--- src/rtl/spi_block_reader_if.sv ---
// spi_block_reader_if: control, byte stream and shifter signals of the block reader
interface spi_block_reader_if;
  logic        start;
  logic        abort;
  logic        active;
  logic        done;
  logic [1:0]  status;
  logic [7:0]  byte_data;
  logic        byte_valid;
  logic        byte_ready;
  logic        sh_start_read;
  logic        sh_busy;
  logic [7:0]  sh_data;
  logic        sh_crc_reset;
  logic        sh_crc_source;
  logic [15:0] sh_crc;
  modport master (
    output start, abort, byte_ready, sh_busy, sh_data, sh_crc,
    input  active, done, status, byte_data, byte_valid, sh_start_read, sh_crc_reset, sh_crc_source
  );
  modport slave (
    input  start, abort, byte_ready, sh_busy, sh_data, sh_crc,
    output active, done, status, byte_data, byte_valid, sh_start_read, sh_crc_reset, sh_crc_source
  );
endinterface

--- src/rtl/spi_block_reader.sv ---
// spi_block_reader: reads one SD data block through the SPI shifter and streams its bytes out
module spi_block_reader #(
  parameter int BLOCK_LEN     = 512,
  parameter int TOKEN_TIMEOUT = 1024
) (
  input logic               clk,
  input logic               rst,
  spi_block_reader_if.slave bus
);
  localparam int CW = $clog2(BLOCK_LEN + 1);
  typedef enum logic [3:0] {
    IDLE, TOK_REQ, TOK_WAIT, CRC_INIT, DAT_REQ, DAT_WAIT, DAT_HOLD, CRC_REQ, CRC_WAIT, CHECK, FINISH
  } state_t;
  state_t        r_state;
  logic [CW-1:0] r_cnt;
  logic [15:0]   r_poll;
  logic [1:0]    r_status;
  logic [7:0]    r_data;
  logic          r_active, r_done, r_valid, r_rd, r_crc_rst, r_crc_src;
  logic          w_got;
  // sh_busy only rises the cycle after our read pulse, so the pulse cycle is never a completion
  assign w_got             = !bus.sh_busy && !r_rd;
  assign bus.active        = r_active;
  assign bus.done          = r_done;
  assign bus.status        = r_status;
  assign bus.byte_data     = r_data;
  assign bus.byte_valid    = r_valid;
  assign bus.sh_start_read = r_rd;
  assign bus.sh_crc_reset  = r_crc_rst;
  assign bus.sh_crc_source = r_crc_src;
  always_ff @(posedge clk or posedge rst) begin
    if (rst) begin
      r_state   <= IDLE;
      r_cnt     <= '0;
      r_poll    <= '0;
      r_status  <= 2'b00;
      r_data    <= 8'h00;
      r_active  <= 1'b0;
      r_done    <= 1'b0;
      r_valid   <= 1'b0;
      r_rd      <= 1'b0;
      r_crc_rst <= 1'b0;
      r_crc_src <= 1'b0;
    end else if (bus.abort) begin
      r_state   <= IDLE;
      r_active  <= 1'b0;
      r_done    <= 1'b0;
      r_valid   <= 1'b0;
      r_rd      <= 1'b0;
      r_crc_rst <= 1'b0;
      r_crc_src <= 1'b0;
    end else begin
      r_rd      <= 1'b0;
      r_crc_rst <= 1'b0;
      r_done    <= 1'b0;
      case (r_state)
        IDLE: if (bus.start) begin
          r_state  <= TOK_REQ;
          r_active <= 1'b1;
          r_poll   <= '0;
          r_cnt    <= '0;
          r_status <= 2'b00;
        end
        TOK_REQ, DAT_REQ, CRC_REQ: if (!bus.sh_busy) begin
          r_rd    <= 1'b1;
          r_state <= r_state == TOK_REQ ? TOK_WAIT : r_state == DAT_REQ ? DAT_WAIT : CRC_WAIT;
        end
        TOK_WAIT: if (w_got) begin
          if (bus.sh_data == 8'hFF) begin
            r_poll <= r_poll + 16'd1;
            if (r_poll == 16'(TOKEN_TIMEOUT - 1)) begin
              r_status <= 2'b01;
              r_done   <= 1'b1;
              r_state  <= FINISH;
            end else r_state <= TOK_REQ;
          end else if (bus.sh_data == 8'hFE) begin
            r_crc_rst <= 1'b1;
            r_crc_src <= 1'b1;
            r_state   <= CRC_INIT;
          end else begin
            r_status <= 2'b11;
            r_done   <= 1'b1;
            r_state  <= FINISH;
          end
        end
        CRC_INIT: r_state <= DAT_REQ;
        DAT_WAIT: if (w_got) begin
          r_data  <= bus.sh_data;
          r_valid <= 1'b1;
          r_state <= DAT_HOLD;
        end
        DAT_HOLD: if (bus.byte_ready) begin
          r_valid <= 1'b0;
          r_cnt   <= r_cnt == CW'(BLOCK_LEN - 1) ? '0 : r_cnt + CW'(1);
          r_state <= r_cnt == CW'(BLOCK_LEN - 1) ? CRC_REQ : DAT_REQ;
        end
        CRC_WAIT: if (w_got) begin
          r_cnt   <= r_cnt == CW'(1) ? '0 : r_cnt + CW'(1);
          r_state <= r_cnt == CW'(1) ? CHECK : CRC_REQ;
        end
        CHECK: begin
          r_status  <= bus.sh_crc == 16'h0000 ? 2'b00 : 2'b10;
          r_done    <= 1'b1;
          r_crc_src <= 1'b0;
          r_state   <= FINISH;
        end
        FINISH: begin
          r_active <= 1'b0;
          r_state  <= IDLE;
        end
        default: r_state <= IDLE;
      endcase
    end
  end
endmodule

--- src/flat_wrapper.sv ---
// flat-port wrapper written by rule: the top's interface ports become plain ports
module spi_block_reader_flat 
#(
  parameter int BLOCK_LEN     = 512,
  parameter int TOKEN_TIMEOUT = 1024
)
  (clk, rst, bus_start, bus_abort, bus_byte_ready, bus_sh_busy, bus_sh_data, bus_sh_crc, bus_active, bus_done, bus_status, bus_byte_data, bus_byte_valid, bus_sh_start_read, bus_sh_crc_reset, bus_sh_crc_source);
  spi_block_reader_if bus_i ();
  input logic clk;
  input logic rst;
  input wire logic [$bits(bus_i.start)-1:0] bus_start;
  input wire logic [$bits(bus_i.abort)-1:0] bus_abort;
  input wire logic [$bits(bus_i.byte_ready)-1:0] bus_byte_ready;
  input wire logic [$bits(bus_i.sh_busy)-1:0] bus_sh_busy;
  input wire logic [$bits(bus_i.sh_data)-1:0] bus_sh_data;
  input wire logic [$bits(bus_i.sh_crc)-1:0] bus_sh_crc;
  output wire logic [$bits(bus_i.active)-1:0] bus_active;
  output wire logic [$bits(bus_i.done)-1:0] bus_done;
  output wire logic [$bits(bus_i.status)-1:0] bus_status;
  output wire logic [$bits(bus_i.byte_data)-1:0] bus_byte_data;
  output wire logic [$bits(bus_i.byte_valid)-1:0] bus_byte_valid;
  output wire logic [$bits(bus_i.sh_start_read)-1:0] bus_sh_start_read;
  output wire logic [$bits(bus_i.sh_crc_reset)-1:0] bus_sh_crc_reset;
  output wire logic [$bits(bus_i.sh_crc_source)-1:0] bus_sh_crc_source;
  assign bus_i.start = bus_start;
  assign bus_i.abort = bus_abort;
  assign bus_i.byte_ready = bus_byte_ready;
  assign bus_i.sh_busy = bus_sh_busy;
  assign bus_i.sh_data = bus_sh_data;
  assign bus_i.sh_crc = bus_sh_crc;
  assign bus_active = bus_i.active;
  assign bus_done = bus_i.done;
  assign bus_status = bus_i.status;
  assign bus_byte_data = bus_i.byte_data;
  assign bus_byte_valid = bus_i.byte_valid;
  assign bus_sh_start_read = bus_i.sh_start_read;
  assign bus_sh_crc_reset = bus_i.sh_crc_reset;
  assign bus_sh_crc_source = bus_i.sh_crc_source;
  spi_block_reader #(.BLOCK_LEN(BLOCK_LEN), .TOKEN_TIMEOUT(TOKEN_TIMEOUT)) u_core (.clk(clk), .rst(rst), .bus(bus_i));
endmodule
--- config.mk ---
export PLATFORM = sky130hd
export DESIGN_NAME = spi_block_reader_flat
export DESIGN_NICKNAME = d
export VERILOG_FILES = /design/src/rtl/spi_block_reader_if.sv /design/src/rtl/spi_block_reader.sv /design/src/flat_wrapper.sv
export SDC_FILE = /design/constraint.sdc
export NUM_CORES = 1
export LEC_CHECK = 0
export CORE_MARGIN = 2
export CORE_UTILIZATION = 45
export DETAILED_ROUTE_END_ITERATION = 6
export PLACE_DENSITY = 0.66
export SETUP_SLACK_MARGIN = 0.3
export SKIP_LAST_GASP = 1
export SLEW_MARGIN = 20
export SYNTH_ARGS = -nofsm -noshare
export SYNTH_HDL_FRONTEND = slang
export SYNTH_SLANG_ARGS = --single-unit
--- constraint.sdc ---
create_clock -name clk -period 2.9 [get_ports clk]
set_input_delay 0.435 -clock clk [delete_from_list [all_inputs] [get_ports clk]]
set_output_delay 0.435 -clock clk [all_outputs]
set_load 0.005 [all_outputs]
; ---- Word-level counts from Yosys, hierarchy flattened
; Index checks and enable logic that the tools add are counted.
[word_totals]
input_bits = 30
ff_bits = 46
output_inout_bits = 16
wordCells = 122
[classes]
bitwise_logic = 1
reduce_logical = 20
n_addsub = 2
n_mux = 58
n_eq_ne = 30
[ops]
columns = operator, n
row1 = 2-to-1 mux 4 bit, 13
row2 = 2-to-1 mux 10 bit, 5
row3 = 2-to-1 mux 16 bit, 3
row4 = one-hot mux 16 bit (2 select lines), 1
row5 = one-hot mux 4 bit (8 select lines), 1
row6 = one-hot mux 10 bit (3 select lines), 1
row7 = 2-to-1 mux 1 bit, 22
row8 = "adder 16 x 1 -> 16 bit, second input constant", 1
row9 = "equality test 16 x 10 -> 1 bit, second input constant", 1
row10 = "equality test 4 x 3 -> 1 bit, second input constant", 4
row11 = "equality test 8 bit, second input constant", 2
row12 = logical NOT 16 bit, 1
row13 = "inequality test 3 x 2 -> 1 bit, second input constant", 5
row14 = "inequality test 3 bit, second input constant", 5
row15 = nonzero test 3 bit, 5
row16 = 2-to-1 mux 2 bit, 7
row17 = "equality test 4 bit, second input constant", 3
row18 = AND reduction 6 bit, 2
row19 = "adder 10 x 1 -> 10 bit, second input constant", 1
row20 = "equality test 10 x 1 -> 1 bit, second input constant", 1
row21 = "equality test 10 x 9 -> 1 bit, second input constant", 1
row22 = AND reduction 5 bit, 2
row23 = "equality test 4 x 2 -> 1 bit, second input constant", 2
row24 = one-hot mux 1 bit (2 select lines), 4
row25 = 13 further kinds, 18

; ---- Longest topological paths before layout
; Gate-level depths: netlist (run 1).
[depth]
word_depth = 6
depth_mapped = 8
mapped_depth_nobuf = 6

; ---- Least setup slack after synthesis (run 1)
; OpenSTA, ideal clock, no wires.
[synth_timing]
kind = reg2reg
from = register u_core.r_rd (netlist: u_core.bus.sh_start_read)
to = register u_core.r_poll[5]
setup_ns = 0.129
setup_slack_ns = 0.997
n_path_buf = 2
required_ns = 2.771
path_stages_with_launch = 8
arrival_ns = 1.774
cell_sequence = dfrtp_1 or2_1 buf_2 o41ai_2 nand4bb_2 buf_2 o21ai_1 o41ai_2
[synth_via]
elab_chain_len = 4
[synth_lines]
columns = element, line
row1 = "start, declared", spi_block_reader.sv:19  ; logic r_active, r_done, r_valid, r_rd, r_crc_rst, r_crc_src;
row2 = "start signal, assigned", spi_block_reader.sv:41  ; r_rd <= 1'b0;
row3 = "start signal, assigned", spi_block_reader.sv:49  ; r_rd <= 1'b0;
row4 = "start signal, assigned", spi_block_reader.sv:53  ; r_rd <= 1'b0;
row5 = logical NOT 1 bit, spi_block_reader.sv:22  ; assign w_got = !bus.sh_busy && !r_rd;
row6 = logical AND 1 bit, spi_block_reader.sv:22
row7 = inequality test 2 x 1 -> 1 bit (no line), -
row8 = AND reduction 5 bit (no line), -
row9 = "end signal, assigned", spi_block_reader.sv:70  ; r_poll <= r_poll + 16'd1;
row10 = "end, declared", spi_block_reader.sv:16  ; logic [15:0] r_poll;
; No other way between the ends.
; A chain may end at the register's enable or synchronous reset.

; ---- Final worst setup path (run 1)
[layout_timing]
from = register u_core.r_state[2]
to = register u_core.r_cnt[4]
[layout_via]
elab_chain_len = 3
[layout_lines]
columns = element, line
row1 = "start, declared", spi_block_reader.sv:14  ; state_t r_state;
row2 = "start signal, assigned", spi_block_reader.sv:66  ; r_state <= r_state == TOK_REQ ? TOK_WAIT : r_state == DAT_REQ ? DAT_WAIT : CRC_WAIT;
row3 = "start signal, assigned", spi_block_reader.sv:95  ; r_state <= r_cnt == CW'(BLOCK_LEN - 1) ? CRC_REQ : DAT_REQ;
row4 = "start signal, assigned", spi_block_reader.sv:99  ; r_state <= r_cnt == CW'(1) ? CHECK : CRC_REQ;
row5 = equality test 4 bit (tied with other cells), spi_block_reader.sv:56  ; case (r_state)
row6 = inequality test 2 x 1 -> 1 bit (no line) (tied with other cells), -
row7 = AND reduction 5 bit (no line), -
row8 = "end signal, assigned", spi_block_reader.sv:94  ; r_cnt <= r_cnt == CW'(BLOCK_LEN - 1) ? '0 : r_cnt + CW'(1);
row9 = "end signal, assigned", spi_block_reader.sv:98  ; r_cnt <= r_cnt == CW'(1) ? '0 : r_cnt + CW'(1);
row10 = "end, declared", spi_block_reader.sv:15  ; logic [CW-1:0] r_cnt;
; Parallel ways exist; a longest one is shown, timed or not.

==> flow_summary.yaml, run 1 <==
drt:
  drtPass1Iterations: 4
  drt_iter0_drc: 184
  ant_nets: 0
  drt-total-wl_mm: 6.908
  wl_per_cell_um: 15.95
  drc: 0
  vias_per_cell: 6.039
  vias: 2615
die:
  boundaryPins: 46
  initial_core_util_pct: 46.95
  fp-row-count: 28
  core_um2: 5956
  fp.dieW_um: 82.83
  dieArea_um2: 6861
  die_h_um: 82.83
final_layout:
  n_fill_cell: 531
  seqCellArea_um2: 1151
  area_delta_synth_final_pct: 23.18
  layout.cells.non_filler: 433
  multi_input_area_um2: 1498
  drive_gt1_share_pct: 8.939
  diodes: 0
  postLayoutCellArea_um2: 3445
  final_nets: 391
  final_core_util_pct: 57.84
timing:
  finalCritPeriodShare_pct: 81.35
  slew_headroom_pct: 36.14
  holdWs_ns: 0.3670
  finalMaxSlewViolations: 0
  fin_skew_ns: 0.005516
  finalSetupTns_ns: 0
  rsz0062_at_grt: "false"
  hold_viol: 0
  clock.fmax_mhz: 423.9
  worst_slack_ns: 0.5407
  max_slew.worst_pin.slew_ns: 0.9492
  setup_viol: 0
  min_period_ns: 2.359
worst_setup_path:
  worstSetupStartpointType: "register"
  worstSetupPathType: "register to register"
  cp.arrival_ns: 2.55
  crit_family: "simple AND/OR/NAND/NOR gates"
  path_max_fanout: 12
  required_ns: 3.09
  r2r-start: "u_core.r_state[2]"
  reg2reg_depth: 6
  critPathBufInv: 1
  crit_path_max_incr_delay_ns: 0.56
  path_common_cell: "o21ai_1"
  reg2reg_slack_ns: 0.54
  critPathSlowestCell: "or4_1"
  path_cells: "or4_1, o21ai_1, or3_1, buf_4, o21ai_1, a22o_1"
  r2r_end: "u_core.r_cnt[4]"
  cp-end-kind: "register"
cts:
  holdBufCountCts: 0
  clk_pin_slew_worst_paths_ns: 0.09
  insertion_delay_ns: 0.30
  cts_resized: 0
  clock_path_buffers: 2
  cts.sinks: 46
  h-tree-depth: 2
  cts_setup_buffers: 0
  cts_tree: "yes"
  cts_inserted_buffers: 5
  cts-root-buf: "clkbuf_8"
synth:
  async_flop_share_pct: 100.0
  synth.cell_area_um2: 2796
  post_synth_num_cell_types: 57
  ys_ff_latch: 46
  synth-edff-count: 0
  synthFlopType: "dfrtp_1"
  postSynthCellCount: 310
  yosys_warnings: 0
  postSynthAreaPerCell_um2: 9.021
  synth_nets: 343
  synth-seq-area-share_pct: 41.16
global_route:
  grt_max_degree: 25
  antenna_found_initial: 0
  grt_pass1_vias: 2458
  overflow: 0
  grt_use_total_pct: 20.77
  grt_pass1_wl_mm: 11.93
placement:
  io_buffers: 45
  dp_cells: 426
  gp_congestion: 0.9109
  dp_slack_ns: 0.3435
  placed_cell_area_um2: 3332
  dpl.hpwl_mm: 5.028
power:
  ir_worst_vdd_mv: 0.4030
  power.density_nw_per_um2: 632.0
  p_total_mw: 2.177
  power_leakage_nw: 1.422
job:
  max_cap_viol_count: 0
run_status:
  outcome: "finished, final reports clean"
worst_hold_path:
  min_path_type: "input pin to async pin"
==> final cells by class <==
| class | count | area share [%] |
|---|---|---|
| flip-flops and latches | 46 | 33.42 |
| clock buffers | 6 | 2.397 |
| multi-input cells | 235 | 43.48 |
| clock inverters | 1 | 0.8718 |
| inverters | 13 | 1.417 |
| well taps | 75 | 2.724 |
| repair buffers | 57 | 15.69 |
==> routing by layer <==
| layer | GRT usage [%] | part of all wire [%] | vias up |
|---|---|---|---|
| met5 | 0 | 0 | - |
| met4 | 6.110 | 1.0 | 0 |
| met3 | 3.877 | 4.8 | 9 |
| met2 | 32.92 | 49 | 85 |
| met1 | 29.02 | 46 | 1260 |
| li1 | - | - | 1261 |
==> cells by family (layout without fill, tap and decap cells) <==
group	after synthesis	after routing	synth area share [%]
adder cells (fa/ha/maj)	3	3	1.342
flip-flops	46	46	41.16
AO/OA/AOI/OAI	94	94	22.91
multiplexers	9	9	3.580
XOR/XNOR	1	1	0.3133
buffers and inverters	29	77	5.279
AND/OR/NAND/NOR	128	128	25.41
==> how the worst max path moves through the flow <==
stage | start | end | slack, ns | cells past startpoint
2_1_floorplan | u_core.bus.sh_start_read | u_core.r_poll[5] | 1.0 | 7
3_3_place_gp | bus_sh_busy | u_core.bus.byte_data[5] | 0.37 | 4
3_5_place_dp | bus_sh_busy | u_core.bus.byte_data[5] | 0.34 | 4
4_1_cts | u_core.r_state[2] | u_core.r_cnt[4] | 0.57 | 6
5_1_grt | u_core.r_state[2] | u_core.r_cnt[4] | 0.41 | 6
6_report | u_core.r_state[2] | u_core.r_cnt[4] | 0.54 | 6
==> flip-flops by register name, summed over array words and instances (netlist names), 2 cells and up <==
register,count
u_core.bus.byte_data,8
u_core.bus.status,2
u_core.r_cnt,10
u_core.r_poll,16
u_core.r_state,4
==> where the power goes <==
group          total (mW)  switching (mW)  internal (mW)  leakage (nW)
clock network       0.500           0.224          0.276        0.0573
logic               0.903           0.494          0.410         0.732
registers           0.774          0.0558          0.718         0.633
==> Yosys cell counts (8+ instances only) <==
cell      n  share of area [%]
a22o_1    8                2.5
a31oi_1   8                1.8
nand3_1  13                2.3
a21oi_1  13                2.3
inv_1    13                1.7
nand4_1   8                1.8
nor2_1   27                3.6
nand2_1  24                3.2
nor4_1    8                1.8
dfrtp_1  46                 41
o21ai_1  27                4.8
==> cell usage in the layout (no fill, tap or decap), types with 4 or more instances in the layout <==
cell / instances
mux2_1: 7
nand2_1: 24
clkbuf_8: 6
nor2_1: 27
nor4_1: 8
nand4_1: 8
o31ai_1: 7
and3_1: 4
a21oi_1: 13
a22o_1: 8
dfrtp_1: 46
inv_1: 12
or3_1: 7
o21ai_1: 27
clkdlybuf4s50_1: 45
nand2b_1: 4
o21ai_0: 6
a2bb2oi_1: 5
a31oi_1: 8
nor3_1: 5
buf_4: 12
nand3_1: 13
(Power assumes the default switching activity.)
==> inputs of run 2 (changes only) <==
==> constraint.sdc (replaced) <==
create_clock -name clk -period 2.4 [get_ports clk]
set_input_delay 0.36 -clock clk [delete_from_list [all_inputs] [get_ports clk]]
set_output_delay 0.36 -clock clk [all_outputs]
set_load 0.005 [all_outputs]
==> run 2 against run 1 <==
Net effect: core utilization grew 1.7 points; critical endpoint is now u_core.r_state[2]; combinational power increased by 27%; flip-flop and latch count stayed put; highest routed layer unchanged; die area did not move.
==> flow_summary.yaml, run 2 (synthesis gave the netlist of run 1 again) <==
drt:
  drtPass1Iterations: 4
  vias: 2582
  drt-total-wl_mm: 6.730
  drt_iter0_drc: 143
  wl_per_cell_um: 15.12
  ant_nets: 0
  vias_per_cell: 5.802
  drc: 0
placement:
  dpl.hpwl_mm: 4.857
  gp_congestion: 0.8556
  io_buffers: 45
  dp_cells: 435
  placed_cell_area_um2: 3412
worst_setup_path:
  required_ns: 2.62
  crit_path_start: "u_core.r_state[2]"
  reg2reg_depth: 6
  crit_path_end: "u_core.r_state[2]"
  cp.arrival_ns: 2.21
  worstSetupPathType: "register to register"
  reg2reg_slack_ns: 0.41
  cp-end-kind: "register"
  worstSetupStartpointType: "register"
  r2r_end: "u_core.r_state[2]"
  r2r-start: "u_core.r_state[2]"
  path_max_fanout: 18
timing:
  min_period_ns: 1.992
  fin_skew_ns: 0.01499
  setup_viol: 0
  finalMaxSlewViolations: 0
  max_slew.worst_pin.slew_ns: 0.4660
  rsz0062_at_grt: "true"
  finalCritPeriodShare_pct: 82.99
  finalSetupTns_ns: 0
  hold_viol: 0
  holdWs_ns: 0.3783
  clock.fmax_mhz: 502.1
  slew_headroom_pct: 68.88
die:
  die_h_um: 82.83
  dieArea_um2: 6861
  fp-row-count: 28
  core_um2: 5956
  boundaryPins: 46
  initial_core_util_pct: 46.95
  fp.dieW_um: 82.83
final_layout:
  drive_gt1_share_pct: 13.51
  postLayoutCellArea_um2: 3546
  multi_input_area_um2: 1526
  n_fill_cell: 548
  layout_common_cells: "dfrtp_1 (46), clkdlybuf4s50_1 (45), o21ai_1 (27)"
  seqCellArea_um2: 1151
  area_delta_synth_final_pct: 26.80
  final_nets: 402
  final_common_cell: "dfrtp_1"
  layout.cells.non_filler: 445
  regMostFlops: "u_core.r_poll"
  largest_reg_flops: 16
  diodes: 0
  final_core_util_pct: 59.54
power:
  power.density_nw_per_um2: 727.3
  pwr-share-seq_pct: 36.0
  power_leakage_nw: 1.474
  p_comb_share_pct: 44.7
  p_sw_share_pct: 37.21
  clock_power_share_pct: 19.3
  p_int_mw: 1.619
  ir_worst_vdd_mv: 0.3186
  p_sw_mw: 0.9596
worst_hold_path:
  min_path_type: "input pin to async pin"
global_route:
  overflow: 0
  grt_pass1_vias: 2464
  antenna_found_initial: 0
  grt_max_degree: 28
  grt_use_total_pct: 20.01
  grt_pass1_wl_mm: 11.51
cts:
  clock_path_buffers: 2
  insertion_delay_ns: 0.31
  cts_tree: "yes"
  clk_pin_slew_worst_paths_ns: 0.09
  h-tree-depth: 2
  cts_inserted_buffers: 5
  cts.sinks: 46
  cts-root-buf: "clkbuf_8"
job:
  max_cap_viol_count: 0
run_status:
  outcome: "finished, final reports clean"
==> run 2: through the flow <==
stage	power, mW	setup slack, ns
after detailed placement	2.066	-0.02495
after floorplan	1.665	0.4972
final	2.579	0.4082
after global placement	2.056	0.02741
after CTS	2.574	0.2893
after global routing	2.747	0.2506
==> run 2: power by group through the flow <==
stage / registers, mW / logic (mW) / clock network, mW
6_report: 0.927 / 1.15 / 0.499
5_1_grt: 0.938 / 1.27 / 0.537
4_1_cts: 0.928 / 1.14 / 0.507
3_5_place_dp: 0.944 / 1.12 / 0
3_3_place_gp: 0.942 / 1.11 / 0
2_1_floorplan: 0.940 / 0.725 / 0
==> run 2: how the worst min path moves through the flow <==
stage | from | endpoint | slack, ns | depth (start not counted)
after floorplan | bus_sh_busy | u_core.bus.sh_start_read | 0.43 | 1
after global placement | u_core.r_poll[15] | u_core.r_poll[15] | 0.47 | 1
after detailed placement | u_core.r_poll[15] | u_core.r_poll[15] | 0.46 | 1
after CTS | rst | u_core.bus.byte_data[2] | 0.39 | 2
after global routing | rst | u_core.bus.byte_data[2] | 0.43 | 2
final | rst | u_core.bus.byte_data[2] | 0.38 | 2
==> run 2: worst max-delay path, cell delays in order (launching register included) <==
cell and delay (ns):
dfrtp_1 0.36, buf_4 0.21, nand2b_1 0.18, o22ai_1 0.09
a221o_1 0.39, or3b_1 0.43, o31ai_1 0.25
==> run 2: layout make-up <==
type / count / area share [%]
tap: 75 / 2.646
timing repair buffer: 68 / 17.93
sequential: 46 / 32.46
inverter: 13 / 1.376
multi-input combinational: 235 / 43.05
clock buffer: 5 / 1.941
clock inverter: 3 / 0.5999
==> run 2: layer usage <==
metal	vias to the layer above	wire (um)	track usage (%)
met1	1233	3177	28.50
met2	56	3176	30.72
met5	-	0	0
li1	1285	-	-
met3	8	300	4.076
met4	0	75	6.259
==> run 2: timing repair <==
item / 4_1_cts / 5_1_grt
setup endpoints to repair: 8 / 22
resized for setup: 3 / 4
hold buffers: 0 / 0
setup buffers: 0 / 2
gates cloned: 0 / 0
